**src/rtl/sram_req_arbiter.sv**
```systemverilog
// sram_req_arbiter
//   Shares one SRAM-like memory port between the instruction fetch port and the
//   data port. Data wins when both request in IDLE. A grant that is driven but
//   not accepted stays locked to that master until mem_addr_ok. Each accepted
//   request's owner is pushed into an in-order ID FIFO, and responses are steered
//   back using the FIFO head.
//
// Ports
//   clk, reset                 clock, synchronous active-high reset
//   inst_req/inst_addr         instruction read request (word, read-only)
//   inst_addr_ok/data_ok/rdata instruction handshake and response
//   data_req/wr/size/wstrb/addr/wdata  data request
//   data_addr_ok/data_ok/rdata data handshake and response
//   mem_req/wr/size/wstrb/addr/wdata   shared memory request
//   mem_addr_ok                memory accepts mem_req
//   mem_data_ok/mem_rdata      in-order memory response
module sram_req_arbiter #(
    parameter int OUTSTANDING = 4
) (
    input  logic        clk,
    input  logic        reset,
    input  logic        inst_req,
    input  logic [31:0] inst_addr,
    output logic        inst_addr_ok,
    output logic        inst_data_ok,
    output logic [31:0] inst_rdata,
    input  logic        data_req,
    input  logic        data_wr,
    input  logic [1:0]  data_size,
    input  logic [3:0]  data_wstrb,
    input  logic [31:0] data_addr,
    input  logic [31:0] data_wdata,
    output logic        data_addr_ok,
    output logic        data_data_ok,
    output logic [31:0] data_rdata,
    output logic        mem_req,
    output logic        mem_wr,
    output logic [1:0]  mem_size,
    output logic [3:0]  mem_wstrb,
    output logic [31:0] mem_addr,
    output logic [31:0] mem_wdata,
    input  logic        mem_addr_ok,
    input  logic        mem_data_ok,
    input  logic [31:0] mem_rdata
);

    localparam int PW = (OUTSTANDING > 1) ? $clog2(OUTSTANDING) : 1;
    localparam int CW = $clog2(OUTSTANDING + 1);

    typedef enum logic [1:0] {
        IDLE   = 2'd0,
        LOCK_I = 2'd1,
        LOCK_D = 2'd2
    } state_t;

    state_t           state, state_nxt;
    logic             gnt_i, gnt_d;
    logic             full, accept, push, pop, head_id;
    logic [CW-1:0]    count;
    logic [PW-1:0]    wr_ptr, rd_ptr;
    logic [OUTSTANDING-1:0] id_q;     // 0 = inst, 1 = data

    function automatic logic [PW-1:0] ptr_inc(input logic [PW-1:0] p);
        return (p == PW'(OUTSTANDING - 1)) ? '0 : p + PW'(1);
    endfunction

    // Grant: IDLE picks combinationally (data first); a lock pins the owner.
    always_comb begin
        gnt_i = 1'b0;
        gnt_d = 1'b0;
        case (state)
            IDLE: begin
                if (data_req)      gnt_d = 1'b1;
                else if (inst_req) gnt_i = 1'b1;
            end
            LOCK_I:  gnt_i = 1'b1;
            LOCK_D:  gnt_d = 1'b1;
            default: ;
        endcase
    end

    assign full    = (count == CW'(OUTSTANDING));
    assign mem_req = ~reset & ~full & ((gnt_d & data_req) | (gnt_i & inst_req));
    assign accept  = mem_req & mem_addr_ok;
    assign push    = accept;
    assign pop     = ~reset & mem_data_ok & (count != '0);
    assign head_id = id_q[rd_ptr];

    // Payload is forced to zero in reset so every output reads 0 there.
    always_comb begin
        mem_wr    = 1'b0;
        mem_size  = 2'd0;
        mem_wstrb = 4'h0;
        mem_addr  = 32'h0;
        mem_wdata = 32'h0;
        if (!reset) begin
            if (gnt_d) begin
                mem_wr    = data_wr;
                mem_size  = data_size;
                mem_wstrb = data_wstrb;
                mem_addr  = data_addr;
                mem_wdata = data_wdata;
            end else if (gnt_i) begin
                mem_size  = 2'd2;
                mem_addr  = inst_addr;
            end
        end
    end

    assign inst_addr_ok = accept & gnt_i;
    assign data_addr_ok = accept & gnt_d;
    assign inst_data_ok = pop & ~head_id;
    assign data_data_ok = pop & head_id;
    assign inst_rdata   = reset ? 32'h0 : mem_rdata;
    assign data_rdata   = reset ? 32'h0 : mem_rdata;

    // While full mem_req is low, so neither branch fires and the lock is held.
    always_comb begin
        state_nxt = state;
        if (!full) begin
            if (accept)       state_nxt = IDLE;
            else if (mem_req) state_nxt = gnt_d ? LOCK_D : LOCK_I;
        end
    end

    always_ff @(posedge clk) begin
        if (reset) begin
            state  <= IDLE;
            count  <= '0;
            wr_ptr <= '0;
            rd_ptr <= '0;
            id_q   <= '0;
        end else begin
            state <= state_nxt;
            if (push) begin
                id_q[wr_ptr] <= gnt_d;
                wr_ptr       <= ptr_inc(wr_ptr);
            end
            if (pop) rd_ptr <= ptr_inc(rd_ptr);
            case ({push, pop})
                2'b10:   count <= count + CW'(1);
                2'b01:   count <= count - CW'(1);
                default: ;
            endcase
        end
    end

endmodule

```
**config.mk**
```make
export PLATFORM = sky130hd
export DESIGN_NAME = sram_req_arbiter
export DESIGN_NICKNAME = d
export VERILOG_FILES = /design/src/rtl/sram_req_arbiter.sv
export SDC_FILE = /design/constraint.sdc
export NUM_CORES = 1
export LEC_CHECK = 0
export BUFFER_PORTS_ARGS = -buffer_cell sky130_fd_sc_hd__buf_2
export CELL_PAD_IN_SITES_DETAIL_PLACEMENT = 1
export CELL_PAD_IN_SITES_GLOBAL_PLACEMENT = 1
export CORE_MARGIN = 4
export CORE_UTILIZATION = 15
export DETAILED_ROUTE_END_ITERATION = 8
export PLACE_DENSITY_LB_ADDON = 0.1
export SETUP_SLACK_MARGIN = 0.1
export SLEW_MARGIN = 20
export SYNTH_ARGS = -nofsm -noshare
export SYNTH_HDL_FRONTEND = slang
export SYNTH_SLANG_ARGS = --single-unit
```
**constraint.sdc**
```tcl
create_clock -name clk -period 2.2 [get_ports clk]
set_input_delay 0.22 -clock clk [delete_from_list [all_inputs] [get_ports clk]]
set_output_delay 0.22 -clock clk [all_outputs]
set_load 0.05 [all_outputs]
```
Word-level counts from Yosys, hierarchy flattened --
Index checks and enable logic that the tools add are counted.
Operators by class: bitwise operators 15, $add $sub $neg 4, muxes and demuxes 29, equality and inequality tests 7, order comparisons 3, reductions and logical operators 6
Operator list (count):
- 2-to-1 mux 32 bit | 6
- 2-to-1 mux 2 bit | 8
- AND 1 bit | 11
- == test 2 bit, second input constant | 4
- 2-to-1 mux 4 bit | 2
- 2-to-1 mux 1 bit | 7
- less-than comparator 2 x 3 -> 1 bit, second input constant | 2
- one-hot mux 3 bit (2 select lines) | 1
- adder 2 x 1 -> 2 bit, second input constant | 2
- bitwise mux 4 bit | 1
- == test 2 x 1 -> 1 bit, second input constant | 2
- one-hot mux 1 bit (2 select lines) | 2
- nonzero test 2 bit | 2
- adder 3 x 1 -> 3 bit, second input constant | 1
- == test 3 bit, second input constant | 1
- NOT 1 bit | 3
- nonzero test 3 bit | 1
- subtractor 3 x 1 -> 3 bit, second input constant | 1
- binary-select mux 1 bit (select 2 bit) | 1
- demux 1 bit (select 2 bit) | 1
- greater-or-equal comparator 2 x 1 -> 1 bit, second input constant | 1
- logical NOT 2 bit | 1
- AND reduction 2 bit | 1
- logical AND 1 bit | 1
- OR 1 bit | 1
Storage, ports and cells: output and inout port bits 140, flip-flop bits (word level) 13, input bits 141, word-level logic and storage cells 69

Logic depth before layout (Yosys ltp) --
depth in word-level cells 9, gate-level depth with buffers 9, mapped depth without buffers 9

Worst setup path after synthesis --
OpenSTA, ideal clock, no wires.
kind register to register, start point register count[0], end point register count[2], clock period less this slack 2.229 ns, library setup time 0.071 ns, required time 2.129 ns, cell stages (with the launch flop) 10, data arrival time 2.159 ns, buffers on the path 0, path slack -0.029 ns, cell sequence dfxtp_1 > or3b_1 > o21a_1 > nand2_1 > ha_1 > inv_1 > fa_1 > xor2_1 > or3_1 > a21oi_1
On the way: longest elaborated chain between the ends 7, elaborated cells between the ends (all ways) 13, those cells by class add/sub: 2; eq/ne: 3; mux: 1; bitwise: 5; reduce/logical: 2
RTL lines:
- start, declared | RTL line 59 | logic [CW-1:0] count;
- start signal, assigned | RTL line 141 | 2'b10: count <= count + CW'(1);
- start signal, assigned | RTL line 142 | 2'b01: count <= count - CW'(1);
- == test 3 bit | RTL line 82 | assign full = (count == CW'(OUTSTANDING));
- NOT 1 bit (no source line)
- AND 1 bit (2 in a row) | RTL line 83 | assign mem_req = ~reset & ~full & ((gnt_d & data_req) | (gnt_i & inst_req));
- AND 1 bit | RTL line 84 | assign accept = mem_req & mem_addr_ok;
- == test 2 x 1 -> 1 bit or == test 2 bit (tied branches) | RTL line 140 | case ({push, pop})
- one-hot mux 3 bit (2 select lines) or nonzero test 2 bit (tied branches)
Parallel ways exist; a longest one is shown, timed or not. A chain may end at the register's enable or synchronous reset.

Worst setup path in the final report --
start point register count[1], end point register count[2]
The elaborated chain is that of the path after synthesis.

==> reports/results.ini <==
[layout]
syn_to_final_growth_pct = 85.5
multi_input_area_sq_um = 1270
seq_area_sq_um = 262
final_common_cell = buf_2
layout-drive-gt1-share_pct = 64.5
antenna_cells = 0
instances_no_fill = 633
final_cell_mix = buf_2 (280), and2_1 (39), nor2b_1 (34), a22o_1 (32), buf_4 (13)
nNetsFinal = 639
num-fill-cells = 1512

[logic_synthesis]
syn-num-nets = 387
yosys_warnings = 0
avgSynthCellArea_sq_um = 7.56
synth_cells = 239
synth.distinct_cells = 34
syn_area_sq_um = 1810
synth_edf_count = 0
seq_area_frac_synth_pct = 14.4
synth.top_cell.area_share_pct = 15.5
ys_seq_elements = 13
synthFlopType = dfxtp_1
yosysTopAreaCell = a22o_1
synthTopCellsByArea = a22o_1 (16%), dfxtp_1 (14%), and2_1 (13%), buf_4 (13%), nor2b_1 (12%)
async_flop_share_pct = 0

[timing]
period_share_pct = 94.7
setup_slack_ps = 116
max_freq_mhz = 480
fin_setup_tns_ps = 0
finalMaxSlewViolations = 0
worstMarginPinSlew_ps = 366
fin_worst_skew_ps = 0.877
slew_headroom_pct = 75.3
min_period_ps = 2080
rsz0062_at_grt = yes
hold_viol_final = 0
setup_viol_count_final = 0

[detailed_routing]
drt-initial-drc-count = 66
dr.pass1.iters = 4
wire_per_inst_microns = 15.7
vias_per_cell = 4.18
vias = 2647
ant_nets = 0
drcViolationCount = 0
wl_microns = 9920

[global_routing]
antenna_found_initial = 0
grt_pass1_vias = 2711
grt.overflow.total = 0
grt_pass1_wl_microns = 14900
grt_max_degree = 71
grt.total_usage_pct = 13.2

[setup_path]
worstSetupPathType = register to register
reg2reg_from = count[1]$_SDFFE_PP0P_
crit_required_ps = 2380
r2r_cells = 9
r2r_slack_ps = 120
cp-end-kind = register
startpoint = count[1]$_SDFFE_PP0P_
worst_ep_arrival_time_ps = 2260
start_kind = register
critPathCapture = count[2]$_SDFFE_PP0P_
rr_endpoint = count[2]$_SDFFE_PP0P_
critPathMaxFanout = 2

[cts]
cts_buffer_depth = 2
cts_tree = yes
cts.sinks = 13
cts_root_buf = clkbuf_16
htreeDepth = 1
clkTransAtPathRegs_ps = 50
cts_setup_buffers = 0
worstSkewPairLatency_ps = 240
cts_buffers = 3

[floorplanning]
num_rows = 39
initial_core_util_pct = 15.6
core_area_sq_um = 11600
io_pins = 281
die_y_microns = 118
dieArea_sq_um = 13900
dieWidth_microns = 118

[placed_design]
pre_cts_slack_ps = 8.98
portBuffers = 280
place_hpwl_microns = 8900
gp_congestion = 0.778
placed_cells = 629

[worst_hold_path]
holdCritPathClass = primary input to register
min_from = mem_addr_ok

[pwr]
peakVddDrop_mv = 0.258
p_leak_nw = 2.00
p_per_area_nw_per_um2 = 507
finalPower_mw = 1.70

[job]
maxCapViolCount = 0

[run_status]
status = completed

-- routing by layer --
metal	track usage (%)	wire length, microns
met1	12.3	3260
met2	28.0	5600
met3	4.32	1040
met4	1.32	29
met5	0	0
-- flip-flops by register name, summed over array words and instances (netlist names) --
| signal | cells |
|---|---|
| count | 3 |
| id_q | 4 |
| rd_ptr | 2 |
| state | 2 |
| wr_ptr | 2 |
-- synthesized netlist by cell type (2+ instances only) --
cell      instances
nand2b_1          5
nor2b_1          34
ha_1              6
clkbuf_1         11
or3_1             3
a21oi_1           7
nor3_1            2
o21ai_0           2
and2_1           39
mux2i_1           5
a22o_1           32
nand3_1           5
xor2_1            2
nand2_1           7
inv_1             6
buf_4            32
buf_2             5
dfxtp_1          13
nor2_1            8
-- final cells by class --
cell class / count / share of cell area, %
Timing Repair Buffer: 295 / 45.9
Multi-Input combinational cell: 172 / 38.0
Sequential cell: 13 / 7.80
Tap cell: 143 / 5.33
Clock buffer: 4 / 2.35
Inverter: 6 / 0.671
-- report_power, final --
part           switching [mW]  total, mW  leakage (nW)  internal, mW
clock                   0.101      0.345        0.0382         0.245
combinational           0.771       1.09          1.85         0.323
sequential             0.0115      0.261         0.106         0.250
total                   0.883       1.70          2.00         0.818
-- kinds of logic after synthesis --
logic type | Yosys count | share of synthesized area, %
XOR/XNOR | 2 | 0.969
adder cells (fa/ha/maj) | 7 | 5.26
AO/OA/AOI/OAI | 46 | 20.2
buffers and inverters | 54 | 18.2
multiplexers | 7 | 4.64
flip-flops | 13 | 14.4
AND/OR/NAND/NOR | 110 | 36.3
-- worst min-delay path by stage --
stage	end	slack (ps)	cells after the start
after floorplan	state[0]$_SDFFE_PP0P_	330	1
after global placement	id_q[2]$_SDFFE_PP0P_	460	2
after detailed placement	id_q[2]$_SDFFE_PP0P_	470	2
after CTS	state[0]$_SDFFE_PP0P_	280	2
after global routing	state[0]$_SDFFE_PP0P_	290	2
final	state[0]$_SDFFE_PP0P_	270	2
-- stage by stage --
stage	instance area, sq um	hold slack [ps]	utilization, %
2_1_floorplan	1830	331	-
3_3_place_gp	3250	464	28.0
3_5_place_dp	3250	470	28.0
4_1_cts	3340	281	28.7
5_1_grt	3350	294	28.9
6_report	3350	273	28.9
-- worst max-delay path, cell delays in order, from the launching register on --
cell     delay, ps
dfxtp_2        310
or3b_4         400
o21a_4         140
nand2_4         70
ha_4           130
inv_2           30
fa_2           330
xor2_1         150
or3_1          320
a21oi_2        120
-- what timing repair did --
item / in CTS / in global routing
hold buffers: 0 / 0
pin swaps: 1 / 0
resized for setup: 2 / 5
endpoints found under the setup margin: 1 / 1
Note: power is estimated with default switching activity, not from simulation.
